<file path="config.mk">
export PLATFORM = sky130hd
export DESIGN_NAME = nor_flash_ctrl_flat
export DESIGN_NICKNAME = d
export VERILOG_FILES = /design/src/rtl/nor_flash_ctrl_if.sv /design/src/rtl/nor_flash_ctrl.sv /design/src/flat_wrapper.sv
export SDC_FILE = /design/constraint.sdc
export NUM_CORES = 1
export LEC_CHECK = 0
export BUFFER_PORTS_ARGS = -buffer_cell sky130_fd_sc_hd__buf_2
export CORE_ASPECT_RATIO = 1.75
export CORE_MARGIN = 10
export CORE_UTILIZATION = 52
export CTS_CLUSTER_SIZE = 25
export DETAILED_ROUTE_END_ITERATION = 16
export GPL_ROUTABILITY_DRIVEN = 0
export PLACE_DENSITY = 0.78
export SYNTH_ARGS = -nofsm -noshare
export SYNTH_HDL_FRONTEND = slang
export SYNTH_SLANG_ARGS = --single-unit
</file>
<file path="constraint.sdc">
create_clock -name clk -period 2.1 [get_ports clk]
set_input_delay 0.105 -clock clk [delete_from_list [all_inputs] [get_ports clk]]
set_output_delay 0.105 -clock clk [all_outputs]
set_load 0.01 [all_outputs]
</file>
<file path="src/rtl/nor_flash_ctrl_if.sv">
// Host-side request/response channel of the NOR flash command controller.
// The host drives requests and consumes responses; the controller is the slave.
interface nor_flash_ctrl_if #(
    parameter int ADDR_W = 8,
    parameter int DATA_W = 8
);
    logic              req_valid;
    logic              req_ready;
    logic [1:0]        req_op;
    logic [ADDR_W-1:0] req_addr;
    logic [DATA_W-1:0] req_wdata;
    logic              rsp_valid;
    logic              rsp_ready;
    logic [DATA_W-1:0] rsp_rdata;
    logic              rsp_err;

    modport master (
        output req_valid, req_op, req_addr, req_wdata, rsp_ready,
        input  req_ready, rsp_valid, rsp_rdata, rsp_err
    );

    modport slave (
        input  req_valid, req_op, req_addr, req_wdata, rsp_ready,
        output req_ready, rsp_valid, rsp_rdata, rsp_err
    );
endinterface

</file>
<file path="src/rtl/nor_flash_ctrl.sv">
// NOR flash command controller: READ, PROGRAM (read-modify-write, bits only clear)
// and SECTOR ERASE, one operation in flight, one response per request.
module nor_flash_ctrl #(
    parameter int ADDR_W       = 8,
    parameter int DATA_W       = 8,
    parameter int SECTOR_WORDS = 16,
    parameter int READ_LAT     = 1
) (
    input  logic              clk,
    input  logic              rst_n,
    nor_flash_ctrl_if.slave   bus,
    output logic              mem_we,
    output logic              mem_re,
    output logic [ADDR_W-1:0] mem_addr,
    output logic [DATA_W-1:0] mem_wdata,
    input  logic [DATA_W-1:0] mem_rdata
);
    localparam int CW = (SECTOR_WORDS > 1) ? $clog2(SECTOR_WORDS) : 1;
    localparam int LW = (READ_LAT > 1) ? $clog2(READ_LAT) : 1;
    localparam logic [ADDR_W-1:0] SEC_MASK = ADDR_W'(SECTOR_WORDS - 1);

    typedef enum logic [2:0] {IDLE, RD, RD_WAIT, PG_RD, PG_WAIT, PG_WR, ER, RESP} state_t;

    state_t            state, state_nxt;
    logic [DATA_W-1:0] wdata_q;
    logic [CW-1:0]     cnt;
    logic [LW-1:0]     lat_cnt;
    logic              accept;
    logic              lat_done;
    logic              cnt_done;
    logic [DATA_W-1:0] merged;

    assign accept   = bus.req_valid && (state == IDLE);
    assign lat_done = (lat_cnt == LW'(READ_LAT - 1));
    assign cnt_done = (cnt == CW'(SECTOR_WORDS - 1));
    assign merged   = mem_rdata & wdata_q;

    // Strobes are pure state decodes so reset removes them without waiting for an edge.
    assign bus.req_ready = (state == IDLE);
    assign bus.rsp_valid = (state == RESP);
    assign mem_we        = (state == PG_WR) || (state == ER);
    assign mem_re        = (state == RD) || (state == PG_RD);

    always_ff @(posedge clk or negedge rst_n) begin
        if (!rst_n) state <= IDLE;
        else        state <= state_nxt;
    end

    always_comb begin
        state_nxt = state;
        case (state)
            IDLE: if (accept) begin
                case (bus.req_op)
                    2'b00:   state_nxt = RD;
                    2'b01:   state_nxt = PG_RD;
                    2'b10:   state_nxt = ER;
                    default: state_nxt = RESP;
                endcase
            end
            RD:      state_nxt = RD_WAIT;
            RD_WAIT: if (lat_done) state_nxt = RESP;
            PG_RD:   state_nxt = PG_WAIT;
            PG_WAIT: if (lat_done) state_nxt = PG_WR;
            PG_WR:   state_nxt = RESP;
            ER:      if (cnt_done) state_nxt = RESP;
            RESP:    if (bus.rsp_ready) state_nxt = IDLE;
            default: state_nxt = IDLE;
        endcase
    end

    always_ff @(posedge clk or negedge rst_n) begin
        if (!rst_n) begin
            mem_addr      <= '0;
            mem_wdata     <= '0;
            wdata_q       <= '0;
            cnt           <= '0;
            lat_cnt       <= '0;
            bus.rsp_rdata <= '0;
            bus.rsp_err   <= 1'b0;
        end else begin
            case (state)
                IDLE: if (accept) begin
                    // Erase starts at the sector base; everything else targets the word itself.
                    mem_addr      <= (bus.req_op == 2'b10) ? (bus.req_addr & ~SEC_MASK) : bus.req_addr;
                    mem_wdata     <= (bus.req_op == 2'b10) ? '1 : '0;
                    wdata_q       <= bus.req_wdata;
                    cnt           <= '0;
                    bus.rsp_rdata <= '0;
                    bus.rsp_err   <= (bus.req_op == 2'b11);
                end
                RD, PG_RD: lat_cnt <= '0;
                RD_WAIT: begin
                    lat_cnt <= lat_cnt + 1'b1;
                    if (lat_done) begin
                        bus.rsp_rdata <= mem_rdata;
                        bus.rsp_err   <= 1'b0;
                    end
                end
                PG_WAIT: begin
                    lat_cnt <= lat_cnt + 1'b1;
                    if (lat_done) begin
                        mem_wdata     <= merged;
                        bus.rsp_rdata <= merged;
                        bus.rsp_err   <= (merged != wdata_q);
                    end
                end
                // Base is sector-aligned and cnt stops at the last word, so +1 stays in the sector.
                ER: if (!cnt_done) begin
                    cnt      <= cnt + 1'b1;
                    mem_addr <= mem_addr + 1'b1;
                end
                default: ;
            endcase
        end
    end
endmodule

</file>
<file path="src/flat_wrapper.sv">
// flat-port wrapper written by rule: the top's interface ports become plain ports
module nor_flash_ctrl_flat 
#(
    parameter int ADDR_W       = 8,
    parameter int DATA_W       = 8,
    parameter int SECTOR_WORDS = 16,
    parameter int READ_LAT     = 1
)
  (clk, rst_n, mem_we, mem_re, mem_addr, mem_wdata, mem_rdata, bus_req_valid, bus_req_op, bus_req_addr, bus_req_wdata, bus_rsp_ready, bus_req_ready, bus_rsp_valid, bus_rsp_rdata, bus_rsp_err);
  nor_flash_ctrl_if #(.ADDR_W(ADDR_W), .DATA_W(DATA_W)) bus_i ();
  input  logic clk;
  input  logic rst_n;
  output logic mem_we;
  output logic mem_re;
  output logic [ADDR_W-1:0] mem_addr;
  output logic [DATA_W-1:0] mem_wdata;
  input  logic [DATA_W-1:0] mem_rdata;
  input wire logic [$bits(bus_i.req_valid)-1:0] bus_req_valid;
  input wire logic [$bits(bus_i.req_op)-1:0] bus_req_op;
  input wire logic [$bits(bus_i.req_addr)-1:0] bus_req_addr;
  input wire logic [$bits(bus_i.req_wdata)-1:0] bus_req_wdata;
  input wire logic [$bits(bus_i.rsp_ready)-1:0] bus_rsp_ready;
  output wire logic [$bits(bus_i.req_ready)-1:0] bus_req_ready;
  output wire logic [$bits(bus_i.rsp_valid)-1:0] bus_rsp_valid;
  output wire logic [$bits(bus_i.rsp_rdata)-1:0] bus_rsp_rdata;
  output wire logic [$bits(bus_i.rsp_err)-1:0] bus_rsp_err;
  assign bus_i.req_valid = bus_req_valid;
  assign bus_i.req_op = bus_req_op;
  assign bus_i.req_addr = bus_req_addr;
  assign bus_i.req_wdata = bus_req_wdata;
  assign bus_i.rsp_ready = bus_rsp_ready;
  assign bus_req_ready = bus_i.req_ready;
  assign bus_rsp_valid = bus_i.rsp_valid;
  assign bus_rsp_rdata = bus_i.rsp_rdata;
  assign bus_rsp_err = bus_i.rsp_err;
  nor_flash_ctrl #(.ADDR_W(ADDR_W), .DATA_W(DATA_W), .SECTOR_WORDS(SECTOR_WORDS), .READ_LAT(READ_LAT)) u_core (.clk(clk), .rst_n(rst_n), .bus(bus_i), .mem_we(mem_we), .mem_re(mem_re), .mem_addr(mem_addr), .mem_wdata(mem_wdata), .mem_rdata(mem_rdata));
endmodule
</file>
==> results.sh <==
export IMPL_outcome="finished, final reports clean"
export IMPL_cp_top_family="simple AND/OR/NAND/NOR gates"
export IMPL_ys_types=43
export IMPL_drt_iter0_drc=82
export IMPL_min_delay_start="bus_req_wdata[4]"
export IMPL_yosys_area_top_type="dfrtp_1"
export IMPL_yosysMostFrequentCell="o21ai_0"
export IMPL_syn_area_um2=2170
export IMPL_crit_path_cell_trace="buf_4 -> or3b_1 -> o21bai_4 -> nor2_1 -> a31oi_1"
export IMPL_tightest_slew_ns=0.892
export IMPL_multi_input_area_um2=1030
export IMPL_min_to="u_core.wdata_q[4]"
export IMPL_io_pins=59
export IMPL_seq_area_um2=1030
export IMPL_reg2reg_to="u_core.mem_wdata[1]"
export IMPL_drive_gt1_share_pct=25.2
export IMPL_antenna_found_initial=0
export IMPL_hold_path_class="in -> reg"
export IMPL_grtUsageTotal_pct=15.3
export IMPL_power_mw=3.91
export IMPL_clockBufferDepth=2
export IMPL_viasPerCell=5.57
export IMPL_syn_to_final_growth_pct=20.3
export IMPL_grt_overflow=0
export IMPL_start_util_pct=53.4
export IMPL_crit_path_max_fanout=19
export IMPL_end_kind="flip-flop"
export IMPL_dp_hpwl_um=4100
export IMPL_critical_path_class="reg -> reg"
export IMPL_cp_slowest_stage_delay_ns=0.55
export IMPL_cts_buffers=5
export IMPL_final_min_clock_period_ns=1.92
export IMPL_grt_max_degree=42
export IMPL_finalSetupViolations=0
export IMPL_diodes=0
export IMPL_power_density_cell_area_nw_per_um2=1500
export IMPL_die_h_um=106
export IMPL_cp_required_ns=2.31
export IMPL_coreArea_um2=4070
export IMPL_cap_violations=0
export IMPL_synth_common_cells="o21ai_0 (42), dfrtp_1 (41), nand2_1 (39)"
export IMPL_synth_seq_area_share_pct=47.2
export IMPL_synth_nets=287
export IMPL_cts_sinks=41
export IMPL_post_route_period_util_pct=91.2
export IMPL_power_leakage_nw=1.25
export IMPL_synth_cells=255
export IMPL_synth_top_cell_area_share_pct=47.2
export IMPL_arrival_ns=2.13
export IMPL_final_antenna_net_count=0
export IMPL_io_buffers=58
export IMPL_post_cts_buffers=0
export IMPL_synth_avg_cell_area_um2=8.52
export IMPL_routed_wl_um=5350
export IMPL_finalMaxSlewViolations=0
export IMPL_tns_ns=0
export IMPL_fillers=395
export IMPL_critical_path_buf_inv_count=1
export IMPL_die_w_um=68.9
export IMPL_grt_setup_unrepaired="no"
export IMPL_rrSetupSlack_ns=0.18
export IMPL_synth_edf_count=0
export IMPL_startpoint_type="flip-flop"
export IMPL_final_hold_viol_count=0
export IMPL_ys_ff_latch=41
export IMPL_grt_pass1_vias=2001
export IMPL_worst_path_max_delay_cell="or3b_1"
export IMPL_final_nets=346
export IMPL_synthFlopType="dfrtp_1"
export IMPL_async_reset_ff_share_pct=100
export IMPL_die_area_um2=7270
export IMPL_vias=2022
export IMPL_cts_tree="built"
export IMPL_vdd_drop_max_mv=0.989
export IMPL_htreeDepth=2
export IMPL_clk_pin_slew_ns=0.07
export IMPL_slew_headroom_pct=40.6
export IMPL_clock_root_buffer="clkbuf_8"
export IMPL_fin_skew_ns=0.00542
export IMPL_yosys_warnings=0
export IMPL_grt_pass1_wl_um=8870
export IMPL_rr_startpoint="u_core.state[2]"
export IMPL_synth_area_leaders="dfrtp_1 (47%), o21ai_0 (9.7%), nand2_1 (6.7%), nor2_1 (4.8%), a31oi_1 (3.2%)"
export IMPL_drc=0
export IMPL_rows=31
export IMPL_holdPathStages=3
export IMPL_dr_pass1_iters=4
export IMPL_ff2ff_path_depth=5
export IMPL_routedWlPerCell_um=14.7
export IMPL_worstSkewPairLatency_ns=0.29
export IMPL_max_freq_ghz=0.522
==> metrics by stage <==
stage	instance area [um2]	utilization (%)	hold WS, ns	instances	setup WS, ns
after floorplan	2170	-	-0.191	255	0.528
after global placement	2510	61.7	0.276	355	0.135
after detailed placement	2510	61.7	0.282	355	0.0619
after CTS	2610	64.0	0.00788	363	0.0607
after global routing	2620	64.2	0.0134	363	0.0135
final	2620	64.2	0.0151	363	0.185
==> worst register-to-register path: cells and delay by family (launching register included) <==
kind	cells	cell delay, ns
AND/OR/NAND/NOR	2	0.62
AO/OA/AOI/OAI	2	0.54
flip-flops	1	0.43
buffers and inverters	1	0.24
==> kinds of logic (layout without fill, tap and decap cells) <==
group | after synthesis | in the layout | share of synthesized area [%]
and+or+nand+nor | 100 | 100 | 21.4
buffers and inverters | 27 | 86 | 5.82
adders and majority gates | 2 | 2 | 1.15
DFF | 41 | 41 | 47.2
xor gates and xnor gates | 4 | 4 | 1.61
AOI/OAI and AO/OA | 78 | 78 | 21.4
muxes | 3 | 3 | 1.44
==> per-layer routing <==
metal  global-route usage, %  up-vias  part of all wire [%]
met4                    7.65        0                   2.3
met5                       0        -                     0
met2                    26.4       59                    53
met3                    3.61        8                   7.0
li1                        -     1000                     -
met1                    16.1      955                    38
==> worst max path at each step <==
stage                               end            start  depth (start not counted)
global route        u_core.mem_wdata[4]  u_core.state[2]                          5
finish              u_core.mem_wdata[1]  u_core.state[2]                          5
global placement     u_core.mem_addr[0]  u_core.state[1]                          4
detailed placement   u_core.mem_addr[0]    u_core.cnt[0]                          5
CTS                  u_core.mem_addr[0]    u_core.cnt[0]                          5
floorplan           u_core.mem_wdata[5]  u_core.state[0]                          7
==> layout make-up <==
type	instances	area share, %
multi-input cells	187	39.3
clock buffers	7	3.30
well taps	49	2.34
flip-flops and latches	41	39.2
inverters	10	1.44
repair buffers	69	14.4
==> layout by cell type, fill, tap and decap left out, drive strengths merged, types with 2 or more instances in the layout <==
master  count
buf        68
o21ai      42
dfrtp      41
nand2      39
nor2       28
a31oi      11
inv        10
a21oi       9
clkbuf      7
nand3       6
nand2b      6
and3        4
nor3        3
o22a        3
xor2        3
o22ai       3
and2        3
mux2i       2
or3         2
o31ai       2
ha          2
==> flip-flops by register name, indices dropped and copies added, names as in the netlist <==
signal                flops
u_core.bus.rsp_rdata      8
u_core.mem_addr           8
u_core.mem_wdata          8
u_core.wdata_q            8
u_core.cnt                4
u_core.state              3
u_core.bus.rsp_err        1
u_core.lat_cnt            1
==> report_power, final <==
part | internal (mW) | leakage (nW) | switching (mW)
clock network | 0.261 | 0.0443 | 0.254
logic | 0.808 | 0.702 | 1.12
registers | 1.19 | 0.499 | 0.279
total | 2.26 | 1.25 | 1.65
==> timing repair <==
item	CTS	global route
endpoints found under the hold margin	41	0
hold buffers	1	0
gates resized for setup	0	2
endpoints found under the setup margin	0	17
Note: power is estimated with default switching activity, not from simulation.
